### config.mk
export PLATFORM = sky130hd
export DESIGN_NAME = fetch_ctrl_fsm
export DESIGN_NICKNAME = d
export VERILOG_FILES = /design/src/rtl/fetch_ctrl_fsm.sv
export SDC_FILE = /design/constraint.sdc
export NUM_CORES = 1
export LEC_CHECK = 0
export BUFFER_PORTS_ARGS = -buffer_cell sky130_fd_sc_hd__buf_4
export CORE_MARGIN = 8
export CORE_UTILIZATION = 44
export CTS_CLUSTER_DIAMETER = 30
export DETAILED_ROUTE_END_ITERATION = 12
export PLACE_DENSITY = 0.93
export SLEW_MARGIN = 30
export SYNTH_ARGS = -nofsm -noshare
export SYNTH_HDL_FRONTEND = slang
export SYNTH_SLANG_ARGS = --single-unit
### constraint.sdc
create_clock -name Clk -period 4.16 [get_ports Clk]
set_input_delay 1.248 -clock Clk [delete_from_list [all_inputs] [get_ports Clk]]
set_output_delay 1.248 -clock Clk [all_outputs]
set_load 0.02 [all_outputs]
### src/rtl/fetch_ctrl_fsm.sv
// ---------------------------------------------------------------------------
// fetch_ctrl_fsm
// Control sequencer for the SLC-3 datapath. It fetches an instruction with a
// configurable number of SRAM read wait cycles, decodes it, and executes BR,
// JMP and PAUSE. Every other opcode retires as a NOP straight back to fetch.
//
// Ports
//   Clk        system clock, all state on the rising edge
//   Reset_al   synchronous active-low reset
//   Run        start request, only looked at while HALTED
//   Continue   level-sensitive resume from PAUSE
//   IR         instruction register (only the opcode field is decoded)
//   BEN        branch enable from the datapath
//   LD_*       datapath register load enables
//   Gate*      bus drivers, never more than one high at a time
//   PCMUX, ADDR2MUX, ADDR1MUX, SR1MUX, ALUK   datapath mux/ALU selects
//   Mem_CE_N, Mem_OE_N, Mem_WE_N              active-low SRAM strobes
//   State      current state encoding for debug display
// ---------------------------------------------------------------------------
module fetch_ctrl_fsm #(
  parameter int unsigned MEM_WAIT = 2
) (
  input  logic        Clk,
  input  logic        Reset_al,
  input  logic        Run,
  input  logic        Continue,
  input  logic [15:0] IR,
  input  logic        BEN,
  output logic        LD_PC,
  output logic        LD_IR,
  output logic        LD_MAR,
  output logic        LD_MDR,
  output logic        GateALU,
  output logic        GatePC,
  output logic        GateMARMUX,
  output logic        GateMDR,
  output logic [1:0]  PCMUX,
  output logic [1:0]  ADDR2MUX,
  output logic        ADDR1MUX,
  output logic        SR1MUX,
  output logic [1:0]  ALUK,
  output logic        Mem_CE_N,
  output logic        Mem_OE_N,
  output logic        Mem_WE_N,
  output logic [3:0]  State
);

  typedef enum logic [3:0] {
    S_HALTED = 4'd0,
    S_FETCH1 = 4'd1,
    S_FETCH2 = 4'd2,
    S_FETCH3 = 4'd3,
    S_DECODE = 4'd4,
    S_BR0    = 4'd5,
    S_JMP0   = 4'd6,
    S_PAUSE1 = 4'd7,
    S_PAUSE2 = 4'd8
  } state_t;

  localparam logic [3:0] OP_BR    = 4'b0000;
  localparam logic [3:0] OP_JMP   = 4'b1100;
  localparam logic [3:0] OP_PAUSE = 4'b1101;

  state_t      state_q, state_d;
  logic [3:0]  wait_cnt_q, wait_cnt_d;
  logic        fetch_done;

  // Only the opcode is decoded here; operand fields go straight to the datapath.
  logic        unused_ir_bits;
  assign unused_ir_bits = ^IR[11:0];

  // Last SRAM wait cycle: data is valid, so MDR captures it now.
  assign fetch_done = (wait_cnt_q == 4'(MEM_WAIT));

  assign State = state_q;

  // State register
  always_ff @(posedge Clk) begin
    if (!Reset_al) begin
      state_q    <= S_HALTED;
      wait_cnt_q <= '0;
    end else begin
      state_q    <= state_d;
      wait_cnt_q <= wait_cnt_d;
    end
  end

  // Next-state logic
  always_comb begin
    state_d    = state_q;
    wait_cnt_d = wait_cnt_q;
    unique case (state_q)
      S_HALTED: if (Run) state_d = S_FETCH1;
      S_FETCH1: begin
        state_d    = S_FETCH2;
        wait_cnt_d = '0;
      end
      S_FETCH2: begin
        if (fetch_done) state_d = S_FETCH3;
        else            wait_cnt_d = wait_cnt_q + 4'd1;
      end
      S_FETCH3: state_d = S_DECODE;
      S_DECODE: begin
        case (IR[15:12])
          OP_BR:    state_d = S_BR0;
          OP_JMP:   state_d = S_JMP0;
          OP_PAUSE: state_d = S_PAUSE1;
          default:  state_d = S_FETCH1;
        endcase
      end
      S_BR0:    state_d = S_FETCH1;
      S_JMP0:   state_d = S_FETCH1;
      // Two-step handshake so one press of Continue releases exactly one instruction.
      S_PAUSE1: if (Continue)  state_d = S_PAUSE2;
      S_PAUSE2: if (!Continue) state_d = S_FETCH1;
      default:  state_d = S_HALTED;
    endcase
  end

  // Output decode (Moore, except BEN qualifying the branch in BR0)
  always_comb begin
    LD_PC      = 1'b0;
    LD_IR      = 1'b0;
    LD_MAR     = 1'b0;
    LD_MDR     = 1'b0;
    GateALU    = 1'b0;
    GatePC     = 1'b0;
    GateMARMUX = 1'b0;
    GateMDR    = 1'b0;
    PCMUX      = 2'b00;
    ADDR2MUX   = 2'b00;
    ADDR1MUX   = 1'b0;
    SR1MUX     = 1'b0;
    ALUK       = 2'b00;
    Mem_CE_N   = 1'b1;
    Mem_OE_N   = 1'b1;
    Mem_WE_N   = 1'b1;
    unique case (state_q)
      S_FETCH1: begin
        GatePC = 1'b1;
        LD_MAR = 1'b1;
        PCMUX  = 2'b10;
        LD_PC  = 1'b1;
      end
      S_FETCH2: begin
        Mem_CE_N = 1'b0;
        Mem_OE_N = 1'b0;
        LD_MDR   = fetch_done;
      end
      S_FETCH3: begin
        GateMDR = 1'b1;
        LD_IR   = 1'b1;
      end
      S_BR0: begin
        if (BEN) begin
          ADDR1MUX = 1'b0;
          ADDR2MUX = 2'b10;
          PCMUX    = 2'b01;
          LD_PC    = 1'b1;
        end
      end
      S_JMP0: begin
        SR1MUX  = 1'b1;
        ALUK    = 2'b11;
        GateALU = 1'b1;
        PCMUX   = 2'b00;
        LD_PC   = 1'b1;
      end
      default: ;
    endcase
  end

endmodule

==> results.md <==
- Outcome: completed
- Register area share after synthesis: 0.2349
- Endpoint class of the critical path: primary output
- Clock power frac: 0.137
- Synth Area in Simple Gates: 0.3358
- Power density over the cells: 524.2 nW/um2
- Synthesized cell area: 681.9 um2
- R2R cell count: 4
- Max-capacitance violation count: 0
- Global-route wire length before repair: 2.925 mm
- Switching part of the total: 0.4557
- WP data arrival: 2.02 ns
- Setup crit start kind: input port
- Slowest-stage cell, CP: or3_1
- Library cells used by synthesis: 34
- Chip width: 55.37 um
- Mux contribution to synthesized area: 0.02936
- Initial Util: 0.4634
- Root buffer cell: clkbuf_4
- N_diodes: 0
- Leak Pwr: 0.0003602 uW
- CTS Hold Bufs: 0
- Hold Path Origin: wait_cnt_q[3]
- Syn_area_per_cell: 8.022 um2
- Clock-pin transition on the worst setup and hold timing paths: 0.05 ns
- R2R setup slack: 2.37 ns
- Pre-CTS WS: 0.8860 ns
- Die area: 3065 um2
- Post-route ant nets: 0
- Final period utilization: 0.7865
- Fmax: 0.3056 GHz
- Final nets: 127
- Fin worst setup slack: 0.8881 ns
- Initial drt markers: 22
- Pin count of the biggest net entering global routing: 15
- Synth Area in Adders: 0.03670
- Worst r2r dst: wait_cnt_q[3]
- Vias per inst: 5.466
- Antenna violations before repair: 0
- Worst hold stages: 2
- Post-synthesis async set-or-reset flop share: 0
- # setup viols final: 0
- Final slew viol count: 0
- Post-Route Utilization: 0.5604
- Main combinational cell family by area after synthesis: simple AND/OR/NAND/NOR gates
- Area of the core: 1471 um2
- YS warnings: 0
- Hold Path End: wait_cnt_q[3]
- Worst Path Required: 2.91 ns
- Gate Count Post-Synth: 85
- Worst slew pin tran: 0.5157 ns
- Area added between synthesis and finish: 20.92%
- Worst Skew: 0.0008969 ns
- FF+latch count, synth: 8
- Vias after detailed routing: 645
- Commonest register cell after synthesis: dfxtp_1
- Final Critical Period: 3.272 ns
- Row Count: 14
- Die extent in y: 55.37 um
- RSZ-0062 raised after global routing: no
- Inserted Clock Buffers: 3
- TNS Setup: 0 ns
- Number of iterations in the first detailed-routing pass: 4
- Critical-path cell list: buf_4 -> and2_1 -> or3_1 -> buf_4
- Fin. Hold Viols: 0
- Skew-Pair Late Insertion Delay: 0.25 ns
- DRC viols: 0
- Post-CTS setup buffers: 0
- Vias in the first global route: 652
- P_int: 235.3 uW
- Peak VDD IR: 0.3176 mV
- CTS tree: yes
- IO Port Bufs: 27
- Ratio of cells with drive above 1 in the final layout: 0.3627
- Origin of the critical flop-to-flop path: State[0]
- Slew headroom: 0.6553
- All-layer global routing usage: 0.1083
- Net switching power figure: 197.0 uW
- Maximum buffer depth of the clock tree: 2
- Worst Hold Class: register to register
- Wire per inst: 14.29 um
- Logic pwr share: 0.569
- WL final: 1.686 mm
- Num Clock Sinks: 8
- Routability cong.: 0.7836
- Worst-path fanout max: 3
- Io pins: 44
- Most common cell on crit path: buf_4
- Post-DP HPWL: 1.321 mm
- Compound-Gate Fraction of Synth Area: 0.1633
- CTS H-tree depth: 1
- CTS-repair resized insts: 0
- Number of synthesized flops with an enable pin: 0
- Total congestion overflow: 0
- Critical Path Max Stage Delay: 0.36 ns
- Critical path type: input port to primary output
- Post-Synth XOR/XNOR Area: 0
- Reg power frac: 0.294
-- state kept, by name, indices dropped and copies added (netlist names) --
name	cells
State	4
wait_cnt_q	4
-- critical path: cells and delay by family --
family	cells	cell delay (ns)
AND/OR/NAND/NOR	2	0.51
buffers and inverters	2	0.26
-- placed cells by master, fill, tap and decap left out, drive strengths merged, types with 2 or more instances in the layout --
cell and count:
conb 4, mux2i 2, a21oi 7, nand2b 2
nor2 4, clkbuf 3, ha 2, dfxtp 8
nor4b 4, nor3 6, inv 5, and2 2
o21ai 5, nand2 4, buf 27, or3 6
-- logic make-up after synthesis --
logic type	count (synthesis)
AND/OR/NAND/NOR	34
buffers and inverters	20
flip-flops	8
AO/OA/AOI/OAI	17
other	2
multiplexers	2
adder cells (fa/ha/maj)	2
-- stage by stage --
stage          total power [uW]  hold WS (ns)  cells  area [um2]
2_1_floorplan             308.3        0.4564     87       689.4
3_3_place_gp              365.3        0.4713    115       802.0
3_5_place_dp              372.6        0.4892    115       802.0
4_1_cts                   432.9        0.4965    118       824.5
5_1_grt                   461.7        0.5454    118       824.5
6_report                  432.3        0.4977    118       824.5
-- layout make-up --
cell class,count,area [um2]
clock buffers,3,22.52
fillers,140,646.9
inverters,5,18.77
multi-input cells,59,400.4
flip-flops and latches,8,160.2
well taps,16,20.02
repair buffers,27,202.7
-- Yosys cell counts (2+ instances only) --
master	instances	area [um2]
nor4b_1	2	17.52
conb_1	2	7.510
a21oi_1	6	30.03
nor2_1	4	15.01
nand2b_1	2	12.51
inv_1	4	15.01
or3_1	6	37.54
ha_1	2	25.02
dfxtp_1	8	160.2
buf_4	12	90.09
nor3_1	6	30.03
nand2_1	4	15.01
o21ai_0	5	25.02
mux2i_1	2	20.02
-- worst max-delay path by stage --
| stage | startpoint | to | slack (ns) | cells after the start |
|---|---|---|---|---|
| after global placement | BEN | LD_PC | 0.89 | 4 |
| final | BEN | LD_PC | 0.89 | 4 |
| after CTS | BEN | LD_PC | 0.89 | 4 |
| after detailed placement | BEN | LD_PC | 0.89 | 4 |
| after floorplan | BEN | LD_PC | 0.97 | 2 |
| after global routing | State[2] | LD_PC | 0.71 | 4 |
-- power groups by stage --
stage | Clock [uW] | Sequential [uW] | Combinational (uW)
global route | 63.8 | 132 | 266
floorplan | 0 | 115 | 193
global placement | 0 | 126 | 239
finish | 59.4 | 127 | 246
detailed placement | 0 | 127 | 246
CTS | 59.7 | 126 | 247
-- routing by layer --
layer / global-route usage / vias up / share of wire / wire length, um
met2: 0.1843 / 24 / 0.50 / 839
met5: 0 / - / 0 / 0
li1: - / 317 / - / -
met3: 0.04566 / 2 / 0.077 / 129
met1: 0.1186 / 302 / 0.41 / 698
met4: 0.03169 / 0 / 0.012 / 20
Note: power is estimated with default switching activity, not from simulation.
